### config.mk
export PLATFORM = sky130hd
export DESIGN_NAME = top_level
export DESIGN_NICKNAME = d
export VERILOG_FILES = /design/src/rtl/decrypt_pkg.sv /design/src/rtl/data_mem.sv /design/src/rtl/top_level.sv
export SDC_FILE = /design/constraint.sdc
export NUM_CORES = 1
export LEC_CHECK = 0
export BUFFER_PORTS_ARGS = -buffer_cell sky130_fd_sc_hd__buf_2
export CORE_MARGIN = 1
export CORE_UTILIZATION = 40
export DETAILED_ROUTE_END_ITERATION = 10
export GPL_ROUTABILITY_DRIVEN = 1
export PLACE_DENSITY = 0.56
export SETUP_SLACK_MARGIN = 0.2
export SYNTH_ARGS = -nofsm -noshare
export SYNTH_HDL_FRONTEND = slang
export SYNTH_SLANG_ARGS = --single-unit
### constraint.sdc
create_clock -name clk -period 11.1 [get_ports clk]
set_clock_uncertainty 0.05 [all_clocks]
set_input_delay 1.665 -clock clk [delete_from_list [all_inputs] [get_ports clk]]
set_output_delay 1.665 -clock clk [all_outputs]
set_load 0.01 [all_outputs]
### src/rtl/decrypt_pkg.sv
// decrypt_pkg: constants, FSM state type and LFSR step function shared by
// the message-decryption engine (top_level) and its data memory.
package decrypt_pkg;

  // Message geometry.
  localparam int MSG_LEN  = 64;  // ciphertext / plaintext length in bytes
  localparam int PAD_MIN  = 10;  // guaranteed leading space pads, used as seed window
  localparam int NUM_TAPS = 9;   // entries in the tap candidate ROM

  localparam logic [7:0] CT_BASE     = 8'd64;  // address of ciphertext byte 0
  localparam logic [7:0] SPACE       = 8'h20;  // pad / fill character
  localparam logic [6:0] TAP_DEFAULT = 7'h60;  // fallback tap when no candidate matches

  // Tap candidates in search order; the first full match wins.
  localparam logic [6:0] TAP_ROM [NUM_TAPS] = '{
    7'h60, 7'h48, 7'h78, 7'h72, 7'h6A, 7'h69, 7'h5C, 7'h7E, 7'h7B
  };

  typedef enum logic [2:0] {
    ST_IDLE,
    ST_SEED,
    ST_SEARCH,
    ST_SCAN,
    ST_COPY,
    ST_FILL,
    ST_DONE
  } state_t;

  // One LFSR step: shift left, feedback is the parity of the tapped bits.
  function automatic logic [6:0] lfsr_next(input logic [6:0] cur, input logic [6:0] tap);
    return {cur[5:0], ^(cur & tap)};
  endfunction

endpackage

### src/rtl/data_mem.sv
// data_mem: 256x8 data memory with a combinational read port and a
// synchronous write port (one write per cycle). Array name Core is kept so
// external code can reach it hierarchically as DM.Core[addr].
module data_mem (
  input  logic       clk,
  input  logic       i_we,
  input  logic [7:0] i_waddr,
  input  logic [7:0] i_wdata,
  input  logic [7:0] i_raddr,
  output logic [7:0] o_rdata
);

  logic [7:0] Core [0:255];

  // Synchronous write port.
  // NOTE: memory contents have no reset; init leaves data untouched and a
  // reset loop over 256 entries would not map onto RAM.
  always_ff @(posedge clk) begin
    if (i_we) begin
      Core[i_waddr] <= i_wdata;
    end
  end

  // Combinational read port.
  assign o_rdata = Core[i_raddr];

endmodule

### src/rtl/top_level.sv
// top_level: hardwired message-decryption engine. Recovers the LFSR seed and
// tap from the space pads of the ciphertext at Core[64..127], decrypts,
// strips leading spaces and writes the plaintext to Core[0..63].
// Optional feature macro PARITY_FLAG_EN: when defined, a parity error sets
// the output MSB and stops space stripping; when undefined, parity is ignored.
import decrypt_pkg::*;

module top_level (
  input  logic clk,
  input  logic init,
  input  logic req,
  output logic ack
);

  // FSM and datapath state.
  state_t     r_state, w_state_next;
  logic [6:0] r_idx,   w_idx_next;    // byte index within the current phase
  logic [3:0] r_cand,  w_cand_next;   // tap candidate under test
  logic [6:0] r_lfsr,  w_lfsr_next;   // running keystream value
  logic [6:0] r_tap,   w_tap_next;    // selected tap pattern
  logic [6:0] r_k,     w_k_next;      // leading bytes to strip (0..64)

  // Keystream samples e[i] = c[i][6:0] ^ space taken from the pad window.
  logic [6:0] r_e [PAD_MIN];
  logic       w_e_we;

  // Memory port signals.
  logic       w_mem_we;
  logic [7:0] w_mem_waddr;
  logic [7:0] w_mem_wdata;
  logic [7:0] w_mem_raddr;
  logic [7:0] w_mem_rdata;

  // Decode of the ciphertext byte currently addressed.
  logic [6:0] w_seed;
  logic [6:0] w_plain;
  logic       w_err;
  logic       w_stop;
  logic [6:0] w_search_step;
  logic [6:0] w_run_step;

  data_mem DM (
    .clk     (clk),
    .i_we    (w_mem_we),
    .i_waddr (w_mem_waddr),
    .i_wdata (w_mem_wdata),
    .i_raddr (w_mem_raddr),
    .o_rdata (w_mem_rdata)
  );

  // Every phase that reads walks the ciphertext by r_idx.
  assign w_mem_raddr = CT_BASE + {1'b0, r_idx};

  assign w_seed        = r_e[0];
  assign w_plain       = w_mem_rdata[6:0] ^ r_lfsr;
  assign w_search_step = lfsr_next(r_lfsr, TAP_ROM[r_cand]);
  assign w_run_step    = lfsr_next(r_lfsr, r_tap);

`ifdef PARITY_FLAG_EN
  // Even parity over all eight bits; any odd byte is corrupted.
  assign w_err = ^w_mem_rdata;
`else
  // Parity is ignored; the MSB of the ciphertext carries no information.
  logic w_unused_msb;
  assign w_unused_msb = w_mem_rdata[7];
  assign w_err        = 1'b0;
`endif

  // A corrupted byte or any non-space ends the leading-space run.
  assign w_stop = w_err | (w_plain != SPACE[6:0]);

  assign ack = (r_state == ST_DONE);

  // State and datapath registers; init returns to IDLE with ack low.
  // NOTE: sequential state uses non-blocking assignments so every register
  // samples the pre-edge values regardless of statement order.
  always_ff @(posedge clk) begin
    if (init) begin
      r_state <= ST_IDLE;
      r_idx   <= '0;
      r_cand  <= '0;
      r_lfsr  <= '0;
      r_tap   <= TAP_DEFAULT;
      r_k     <= '0;
    end else begin
      r_state <= w_state_next;
      r_idx   <= w_idx_next;
      r_cand  <= w_cand_next;
      r_lfsr  <= w_lfsr_next;
      r_tap   <= w_tap_next;
      r_k     <= w_k_next;
    end
  end

  // Capture keystream samples while reading the pad window.
  always_ff @(posedge clk) begin
    if (w_e_we) begin
      r_e[r_idx[3:0]] <= w_mem_rdata[6:0] ^ SPACE[6:0];
    end
  end

  // Next-state, datapath updates and memory write control.
  always_comb begin
    // NOTE: every output of this block gets a default first so no path can
    // leave a value unassigned and infer a latch.
    w_state_next = r_state;
    w_idx_next   = r_idx;
    w_cand_next  = r_cand;
    w_lfsr_next  = r_lfsr;
    w_tap_next   = r_tap;
    w_k_next     = r_k;
    w_e_we       = 1'b0;
    w_mem_we     = 1'b0;
    w_mem_waddr  = '0;
    w_mem_wdata  = '0;

    unique case (r_state)
      ST_IDLE: begin
        if (!req) begin
          w_state_next = ST_SEED;
          w_idx_next   = '0;
        end
      end

      // Read the pad window c[0..PAD_MIN-1] into the keystream samples.
      ST_SEED: begin
        w_e_we = 1'b1;
        if (r_idx == 7'(PAD_MIN - 1)) begin
          w_state_next = ST_SEARCH;
          w_idx_next   = 7'd1;
          w_cand_next  = '0;
          w_lfsr_next  = w_seed;
        end else begin
          w_idx_next = r_idx + 7'd1;
        end
      end

      // Step each candidate from the seed and compare against e[1..9];
      // a mismatch abandons the candidate at once.
      ST_SEARCH: begin
        if (w_search_step != r_e[r_idx[3:0]]) begin
          if (r_cand == 4'(NUM_TAPS - 1)) begin
            w_state_next = ST_SCAN;
            w_tap_next   = TAP_DEFAULT;
            w_idx_next   = '0;
            w_lfsr_next  = w_seed;
          end else begin
            w_cand_next = r_cand + 4'd1;
            w_idx_next  = 7'd1;
            w_lfsr_next = w_seed;
          end
        end else if (r_idx == 7'(PAD_MIN - 1)) begin
          w_state_next = ST_SCAN;
          w_tap_next   = TAP_ROM[r_cand];
          w_idx_next   = '0;
          w_lfsr_next  = w_seed;
        end else begin
          w_idx_next  = r_idx + 7'd1;
          w_lfsr_next = w_search_step;
        end
      end

      // Find the first byte that is not a clean space; none means k = 64.
      ST_SCAN: begin
        if (w_stop || (r_idx == 7'(MSG_LEN - 1))) begin
          w_state_next = ST_COPY;
          w_k_next     = w_stop ? r_idx : 7'(MSG_LEN);
          w_idx_next   = '0;
          w_lfsr_next  = w_seed;
        end else begin
          w_idx_next  = r_idx + 7'd1;
          w_lfsr_next = w_run_step;
        end
      end

      // Re-walk from the seed; bytes at or past k shift down by k.
      ST_COPY: begin
        if (r_idx >= r_k) begin
          w_mem_we    = 1'b1;
          w_mem_waddr = {1'b0, r_idx - r_k};
          w_mem_wdata = {w_err, w_plain};
        end
        w_lfsr_next = w_run_step;
        if (r_idx == 7'(MSG_LEN - 1)) begin
          w_state_next = ST_FILL;
          w_idx_next   = 7'(MSG_LEN) - r_k;
        end else begin
          w_idx_next = r_idx + 7'd1;
        end
      end

      // Pad the tail Core[64-k..63] with spaces; k = 0 writes nothing.
      ST_FILL: begin
        if (r_idx == 7'(MSG_LEN)) begin
          w_state_next = ST_DONE;
        end else begin
          w_mem_we    = 1'b1;
          w_mem_waddr = {1'b0, r_idx};
          w_mem_wdata = SPACE;
          w_idx_next  = r_idx + 7'd1;
        end
      end

      // Hold with ack high until the next init.
      ST_DONE: begin
        w_state_next = ST_DONE;
      end

      default: begin
        w_state_next = ST_IDLE;
      end
    endcase
  end

endmodule

### Yosys cells after proc, flatten, opt, wreduce, memory -nomap -nowiden

Memories as Yosys holds them, arrays and structs flattened. A register that Yosys moved wholly into a read port is not among the register bits.
Cells that the tools add are included.

* register bits after elaboration: 35
* memory bits (writable): 1862
* bits in read-only memories: 112
* bits of input ports: 3
* output and inout port bits: 1
* word-level logic and storage cells: 107
* memories kept: 3

* add/sub/neg operators: 5
* magnitude comparators: 2
* equality and inequality tests: 23
* multiplexer cells: 49
* bitwise gates (word level): 5
* reductions and logical operators: 14

Memories
* DM.Core: depth 256, bits a word 7, rd ports 1, clocked after memory_dff 0, wr ports 1, line data_mem.sv:13 `logic [7:0] Core [0:255];`
* (name not given): depth 16, bits a word 7, rd ports 1, clocked after memory_dff 0, wr ports 0, line top_level.sv:154 `w_tap_next = TAP_ROM[r_cand];`
* r_e: depth 10, bits a word 7, rd ports 2, clocked after memory_dff 1, wr ports 1, line top_level.sv:24 `logic [6:0] r_e [PAD_MIN];`

Operators by type and width (count)
* 7-bit 2-to-1 mux: 20
* 7-bit case mux with 6 select lines: 1
* 7-bit case mux with 2 select lines: 2
* 7-bit case mux with 4 select lines: 1
* 3-bit 2-to-1 mux: 8
* 3-bit case mux with 7 select lines: 1
* 4-bit 2-to-1 mux: 5
* 2-bit inequality test (second input constant): 8
* 7-bit bitwise AND: 2
* 7-bit parity: 2
* 3-bit == test (second input constant): 3
* 7-bit by 7-bit adder with 8-bit output (first input constant): 1
* 1-bit 2-to-1 mux: 8
* 4-bit case mux with 2 select lines: 1
* 7-bit by 1-bit adder with 7-bit output (second input constant): 1
* 7-bit by 4-bit == test with 1-bit output (second input constant): 1
* 7-bit by 6-bit == test with 1-bit output (second input constant): 1
* 7-bit == test (second input constant): 1
* 7-bit >= comparator: 1
* 7-bit by 6-bit inequality test with 1-bit output (second input constant): 1
* 7-bit inequality test: 1
* 7-bit AND reduction: 1
* 7-bit subtractor: 1
* 7-bit subtractor (first input constant): 1
* other kinds (20): 25

### Longest topological paths before layout

Gate-level depths: netlist of run 1.

* word-level depth: 11
* depth in mapped cells: 21
* gate-level depth less buffers: 14

### Cells and area by module

A second synthesis of run 1 with hierarchy kept.

* cell total of the unflattened synthesis: 4277
* area total of the unflattened synthesis: 85181.7 um2

By module, submodules not included
* data_mem: times used 1, cells each 3725, area an instance 79396.1 um2, seq. area each 61499.0 um2
* top_level: times used 1, cells each 552, area an instance 5785.5 um2, seq. area each 2862.7 um2

### Worst setup path before layout of run 1

Ideal clock, no wire load.

* path type: register -> register
* from: register r_idx[0]
* to: memory DM.Core[0][5] in the netlist's numbering, data pin
* library setup time: 1.197 ns
* data arrival time: 7.564 ns
* data required time: 9.853 ns
* setup slack: 2.290 ns
* cell stages (with the launch flop): 17
* buffers on the path: 6
* period minus slack after synthesis: 8.810 ns
* path through: dfxtp_1 > buf_6 > buf_12 > buf_12 > inv_2 > buf_6 > buf_2 > ha_1 > nor2b_1 > o21ai_0 > a21boi_1 > o21ai_0 > a21boi_1 > o31a_1 > o211ai_1 > clkbuf_1 > o21ai_0

* longest elaborated chain between the ends: 5
* elaborated cells on any way between the ends: 8
* classes of those cells: add/sub: 1; order compare: 1; eq/ne: 1; mux: 3; bitwise: 1; memory: 1

Ends and longest elaborated chain
* start: declaration: line top_level.sv:17 `logic [6:0] r_idx, w_idx_next;`
* start signal: assignment: line top_level.sv:87 `r_idx <= w_idx_next;`
* 7-bit by 7-bit adder with 8-bit output: line top_level.sv:52 `assign w_mem_raddr = CT_BASE + {1'b0, r_idx};`
* memory read 256 x 7 bit
* 7-bit bitwise XOR: line top_level.sv:55 `assign w_plain = w_mem_rdata[6:0] ^ r_lfsr;`
* 7-bit 2-to-1 mux: line top_level.sv:178 `if (r_idx >= r_k) begin`
* 7-bit case mux with 2 select lines (*): line top_level.sv:117 `unique case (r_state)`
* via DM.i_wdata[5]: line data_mem.sv:8 `input logic [7:0] i_wdata,`
* end: declaration: line data_mem.sv:13

The timed path passes the listed nets; every way through them passes the cells marked *.

### Worst setup path in the final report of run 1

* from: register r_idx[1]
* to: memory DM.Core[64][2] in the netlist's numbering, data pin

* longest elaborated chain between the ends: 5
* elaborated cells on any way between the ends: 6
* classes of those cells: add/sub: 1; order compare: 1; mux: 2; bitwise: 1; memory: 1

Ends and longest elaborated chain
* 7-bit by 7-bit adder with 8-bit output: line top_level.sv:52
* memory read 256 x 7 bit
* via DM.o_rdata[2]: line data_mem.sv:10 `output logic [7:0] o_rdata`
* 7-bit bitwise XOR: line top_level.sv:55
* 7-bit 2-to-1 mux: line top_level.sv:178
* 7-bit case mux with 2 select lines: line top_level.sv:117
* via DM.i_wdata[2]: line data_mem.sv:8

The timed path passes the listed nets, and every way through them passes these cells.

==> impl_metrics.env, run 1 <==
export IMPL_fillCellCount=8669
export IMPL_cts_inserted_buffers=104
export IMPL_required_ns=11.39
export IMPL_die_area_um2=105000
export IMPL_num_rows=117
export IMPL_ys_flop_type="edfxtp_1"
export IMPL_synth_top_family_by_area="multiplexers"
export IMPL_detail_route_wl_per_cell_um=28.3
export IMPL_cts_setup_buffers=0
export IMPL_critPathSlowestCell="nor2_4"
export IMPL_start_kind="register"
export IMPL_grt_pass1_vias=21600
export IMPL_criticalPathCategory="register to register"
export IMPL_cp_common_cell="buf_4"
export IMPL_synthAdderAreaFrac=0.00651
export IMPL_worst_pin_slew_ns=1.27
export IMPL_path_cells="buf_4, buf_4, mux2i_1, a22o_1, o21ai_1, nand4_1, a22oi_2, xnor2_1, nor2_4, buf_4"
export IMPL_hpwlAfterDp_um=67400
export IMPL_drv_slew=0
export IMPL_num_vias=21500
export IMPL_crit_fanout=84
export IMPL_dp_cells=3572
export IMPL_dr_pass1_iters=7
export IMPL_yosysSeqAreaShare=0.717
export IMPL_coreArea_um2=102000
export IMPL_avgSynthCellArea_um2=18.1
export IMPL_place_area_um2=42500
export IMPL_htree_levels=3
export IMPL_areaGrowthSynthToFinish_pct=10.4
export IMPL_grt_usage=0.206
export IMPL_synth_mux_area_frac=0.140
export IMPL_arrival_ns=6.33
export IMPL_period_needed_ns=6.04
export IMPL_cts_hold_buffers=0
export IMPL_grt_overflow_total=0
export IMPL_grt_pass1_wl_um=154000
export IMPL_yosys_warnings=0
export IMPL_p_total_mw=8.22
export IMPL_slew_headroom=0.151
export IMPL_clock_path_buffers=3
export IMPL_drive_above_1_share=0.177
export IMPL_start_util=0.406
export IMPL_power_frac_clock=0.420
export IMPL_power_switching_mw=1.88
export IMPL_n_antenna_cell=0
export IMPL_cts_repair_resized=0
export IMPL_synth_compound_area_frac=0.0449
export IMPL_p_leak_nw=11.9
export IMPL_synthXorXnorAreaFrac=0.00953
export IMPL_synthesis_nets=2321
export IMPL_cp_buffers_inverters=3
export IMPL_fin_cells=3763
export IMPL_hp_class="register to register"
export IMPL_fin_setup_tns_ns=0
export IMPL_io_pins=4
export IMPL_gp_congestion=0.887
export IMPL_numPortBuffers=3
export IMPL_seqPwrFrac=0.512
export IMPL_synth_edf_count=966
export IMPL_ant_nets=0
export IMPL_multi_input_area_um2=10600
export IMPL_rsz0062_at_grt="false"
export IMPL_cts_tree="built"
export IMPL_p_comb_frac=0.068
export IMPL_cts_clk_slew_worst_paths_ns=0.06
export IMPL_clock_sinks=1004
export IMPL_die_h_um=324
export IMPL_swShare=0.229
export IMPL_fin_crit_sh=0.544
export IMPL_antenna_found_initial=1
export IMPL_regArea_um2=29800
export IMPL_hold_violations=0
export IMPL_intPower_mw=6.34
export IMPL_vias_per_cell=5.71
export IMPL_wl_um=106000
export IMPL_post_route_drc_count=0
export IMPL_grt_max_degree=108
export IMPL_final_nets=2334
export IMPL_fmax_mhz=165
export IMPL_synth_async_reset_ratio=0
export IMPL_maxCapViolCount=0
export IMPL_run_status="completed"
export IMPL_die_x_um=324
export IMPL_ir_drop_uv=110
export IMPL_netlist_instances=2297
export IMPL_p_per_area_nw_per_um2=179
export IMPL_insertion_delay_ns=0.69
export IMPL_crit_path_max_incr_delay_ns=0.89
export IMPL_synthesis_area_um2=41500
export IMPL_final_core_util=0.448
export IMPL_clockRootBuffer="clkbuf_16"
export IMPL_synth_seq_cells=1004
export IMPL_finalSetupViolations=0
export IMPL_cp_end_kind="register"
export IMPL_synth_cell_types=84
export IMPL_crit_family="buffers and inverters"
export IMPL_synth_simple_area_share=0.0527
export IMPL_fin_area_um2=45800
export IMPL_drt_iter0_markers=2416
synth_stat cells (11+ instances only):
library cell	count	area share
and3_1	20	0.0030
nor3_1	16	0.0019
a22o_1	26	0.0055
clkbuf_1	36	0.0033
a32oi_1	11	0.0023
nand3_1	40	0.0048
buf_6	25	0.0068
mux2i_1	115	0.028
mux4_2	154	0.084
a211oi_1	12	0.0022
a22oi_1	28	0.0051
dfxtp_1	38	0.018
buf_12	14	0.0068
o2111ai_1	12	0.0025
ha_1	20	0.0060
xnor2_1	31	0.0065
buf_4	12	0.0022
nand2_1	145	0.013
buf_2	23	0.0028
edfxtp_1	966	0.70
a31oi_1	12	0.0018
mux4_1	19	0.012
nand4_1	17	0.0026
o21ai_0	18	0.0022
a21oi_1	26	0.0031
nor2b_1	15	0.0023
nor2_1	192	0.017
inv_1	24	0.0022
mux2_2	60	0.016
area by class of cell:
class,instances,area share
multi-input combinational,1137,0.231
timing repair buffer,36,0.00628
clock inverter,62,0.0137
tap,1368,0.0374
sequential,1004,0.650
inverter,27,0.00221
clock buffer,129,0.0593
cells in the final DEF (no fill, tap or decap), types with 28 or more instances in the layout:
cell       netlist  routed
nand2_1        145     145
dfxtp_1         38      34
clkinv_1         2      28
nor2_1         192     186
xnor2_1         31      31
clkbuf_16        0     105
buf_4           12      31
mux2_2          60      60
edfxtp_1       966     966
mux2i_1        115     115
mux4_2         154     154
nand3_1         40      40
a22oi_1         28      28
path summary, 6_finish.rpt:
path,startpoint,slack [ns],cells after the start,endpoint
min reg2reg,r_tap[1],0.40,2,r_tap[1]
max,r_idx[1],5.06,10,DM.Core[64][2]
max reg2reg,r_idx[1],5.06,10,DM.Core[64][2]
min,r_tap[1],0.40,2,r_tap[1]
power by group through the flow:
stage	Clock, mW	Combinational (mW)	Sequential [mW]
after floorplan	0	0.478	4.23
after global placement	0	0.554	4.29
after detailed placement	0	0.560	4.29
after CTS	3.49	0.563	4.21
after global routing	3.63	0.606	4.21
final	3.45	0.559	4.21
logic make-up (layout without fill, tap and decap cells):
group                    count (synthesis)  count (layout)
multiplexers                           350             350
adder cells (fa/ha/maj)                 21              21
XOR/XNOR                                42              42
AO/OA/AOI/OAI                          243             243
buffers and inverters                  156             254
flip-flops                            1004            1004
AND/OR/NAND/NOR                        481             481
registers in the layout, indices dropped and copies added (netlist names), named ones only:
| register | flops |
|---|---|
| DM.Core | 896 |
| r_e | 70 |
| r_idx | 7 |
| r_k | 7 |
| r_lfsr | 7 |
| r_tap | 6 |
| r_cand | 4 |
| r_state | 3 |
per-stage QoR:
step | setup WS (ns) | hold WS [ns]
finish | 5.06 | 0.403
floorplan | 2.29 | 0.382
CTS | 4.99 | 0.405
global placement | 5.18 | 0.396
detailed placement | 4.99 | 0.399
global route | 4.64 | 0.428
worst reg2reg max path, cell delays in order, from the launching register on:
cell and delay (ns):
dfxtp_4 0.70, buf_4 0.58, buf_4 0.64, mux2i_1 0.17, a22o_1 0.26, o21ai_1 0.22
nand4_1 0.25, a22oi_2 0.72, xnor2_1 0.25, nor2_4 0.89, buf_4 0.78
layer usage:
| layer | part of all wire | up-vias | wire length, um | track usage |
|---|---|---|---|---|
| met2 | 0.49 | 811 | 52000 | 0.339 |
| li1 | - | 9262 | - | - |
| met1 | 0.41 | 11300 | 44000 | 0.276 |
| met3 | 0.066 | 170 | 6980 | 0.0338 |
| met5 | 0.00013 | - | 14 | 0 |
| met4 | 0.033 | 2 | 3490 | 0.0706 |
Power figures use the tool's default switching activity.
==> inputs of run 2 (changes only) <==
==> constraint.sdc (replaced) <==
create_clock -name clk -period 5.6 [get_ports clk]
set_clock_uncertainty 0.05 [all_clocks]
set_input_delay 0.84 -clock clk [delete_from_list [all_inputs] [get_ports clk]]
set_output_delay 0.84 -clock clk [all_outputs]
set_load 0.01 [all_outputs]
==> run 2 against run 1 <==
Wire length is 3.2% higher. Hold slack better by 0.0047 ns. Total power is 100% higher. First-iteration DRC count is 1.7% higher. Global-route usage is 0.71 points higher. Critical path type unchanged. Critical endpoint is now DM.Core[20][0]. Highest routed layer is now met4.
==> impl_metrics.env, run 2 (synthesis gave the netlist of run 1 again) <==
export IMPL_rsz0062_at_grt="false"
export IMPL_swShare=0.230
export IMPL_p_total_mw=16.7
export IMPL_final_core_util=0.460
export IMPL_dr_pass1_iters=8
export IMPL_power_frac_clock=0.430
export IMPL_hpwlAfterDp_um=72100
export IMPL_die_h_um=324
export IMPL_hp_class="register to register"
export IMPL_hold_violations=0
export IMPL_num_vias=22400
export IMPL_grt_max_degree=129
export IMPL_multi_input_area_um2=10600
export IMPL_insertion_delay_ns=0.69
export IMPL_fillCellCount=8613
export IMPL_die_area_um2=105000
export IMPL_wl_um=110000
export IMPL_layout_common_cells="966 x edfxtp_1, 186 x nor2_1, 154 x mux4_2"
export IMPL_cts_hold_buffers=0
export IMPL_grt_overflow_total=0
export IMPL_final_nets=2461
export IMPL_p_per_area_nw_per_um2=354
export IMPL_detail_route_wl_per_cell_um=28.2
export IMPL_fin_cells=3893
export IMPL_criticalPathCategory="register to register"
export IMPL_cts_tree="built"
export IMPL_ir_drop_uv=262
export IMPL_coreArea_um2=102000
export IMPL_worst_pin_slew_ns=1.11
export IMPL_fmax_mhz=198
export IMPL_final_common_cell="edfxtp_1"
export IMPL_dp_cells=3697
export IMPL_vias_per_cell=5.76
export IMPL_intPower_mw=12.8
export IMPL_power_switching_mw=3.84
export IMPL_grt_pass1_wl_um=160000
export IMPL_clock_path_buffers=3
export IMPL_gp_congestion=0.938
export IMPL_antenna_found_initial=0
export IMPL_cp_end_kind="register"
export IMPL_grt_usage=0.213
export IMPL_clock_sinks=1004
export IMPL_arrival_ns=5.29
export IMPL_ant_nets=0
export IMPL_drt_iter0_markers=2457
export IMPL_period_needed_ns=5.04
export IMPL_start_util=0.406
export IMPL_run_status="completed"
export IMPL_seqPwrFrac=0.500
export IMPL_io_pins=4
export IMPL_areaGrowthSynthToFinish_pct=13.5
export IMPL_start_kind="register"
export IMPL_p_comb_frac=0.070
export IMPL_htree_levels=3
export IMPL_die_x_um=324
export IMPL_post_route_drc_count=0
export IMPL_cts_clk_slew_worst_paths_ns=0.06
export IMPL_cts_setup_buffers=0
export IMPL_place_area_um2=43600
export IMPL_slew_headroom=0.256
export IMPL_drive_above_1_share=0.224
export IMPL_num_rows=117
export IMPL_p_leak_nw=12.7
export IMPL_grt_pass1_vias=22600
export IMPL_crit_fanout=22
export IMPL_finalSetupViolations=0
export IMPL_required_ns=5.84
export IMPL_fin_area_um2=47100
export IMPL_drv_slew=0
export IMPL_hold_slack_ns=0.408
export IMPL_cts_repair_resized=0
export IMPL_clockRootBuffer="clkbuf_16"
export IMPL_n_antenna_cell=0
export IMPL_cts_inserted_buffers=106
export IMPL_regArea_um2=29800
export IMPL_largest_register_ffs=896
export IMPL_numPortBuffers=3
export IMPL_fin_crit_sh=0.901
export IMPL_regMostFlops="DM.Core"
export IMPL_maxCapViolCount=0
## run 2: changes by cell type in the layout (fill, tap and decap cells not counted), sizes merged
| cell | delta |
|---|---|
| buf | +125 |
| inv | +2 |
| clkinvlp | -1 |
| bufinv | +3 |
| clkbuf | +1 |
## run 2: power groups by stage
stage                     sequential, mW  clock [mW]  combinational, mW
after floorplan                     8.38           0              0.949
after global placement              8.50           0               1.15
after detailed placement            8.50           0               1.16
after CTS                           8.34        7.29               1.16
after global routing                8.34        7.58               1.25
final                               8.34        7.17               1.16
## run 2: layout make-up
type | count | area share
multi-input cells | 1137 | 0.225
inverters | 27 | 0.00215
clock inverters | 66 | 0.0164
well taps | 1368 | 0.0363
clock buffers | 130 | 0.0588
repair buffers | 161 | 0.0295
flip-flops and latches | 1004 | 0.632
## run 2: path summary, 6_finish.rpt
check | startpoint | to | slack [ns] | cells past startpoint
max reg2reg | r_idx[1] | DM.Core[20][0] | 0.56 | 12
min reg2reg | r_tap[2] | r_tap[2] | 0.41 | 2
max | r_idx[1] | DM.Core[20][0] | 0.56 | 12
min | r_tap[2] | r_tap[2] | 0.41 | 2
## run 2: layer usage
layer	vias to the layer above	track usage	wire length (um)
met4	0	0.0785	3830
li1	9536	-	-
met1	11800	0.290	45900
met2	932	0.341	52500
met3	186	0.0374	7660
met5	-	0	0
## run 2: critical path, stage by stage (launching register included)
cell and delay (ns):
dfxtp_4 0.62, ha_1 0.34, nor2b_1 0.13, o21ai_0 0.21
a21boi_1 0.13, o21ai_0 0.23, a21boi_1 0.13, o31a_1 0.30
o211ai_1 0.49, o31ai_1 0.29, nor2_1 0.19, nand2_1 0.52
nor2_1 1.00
## run 2: stage by stage
stage / setup TNS [ns] / setup WS (ns)
floorplan: -611.14 / -0.798
global placement: 0 / 0.701
detailed placement: 0 / 0.648
CTS: 0 / 0.612
global route: 0 / 0.359
finish: 0 / 0.556
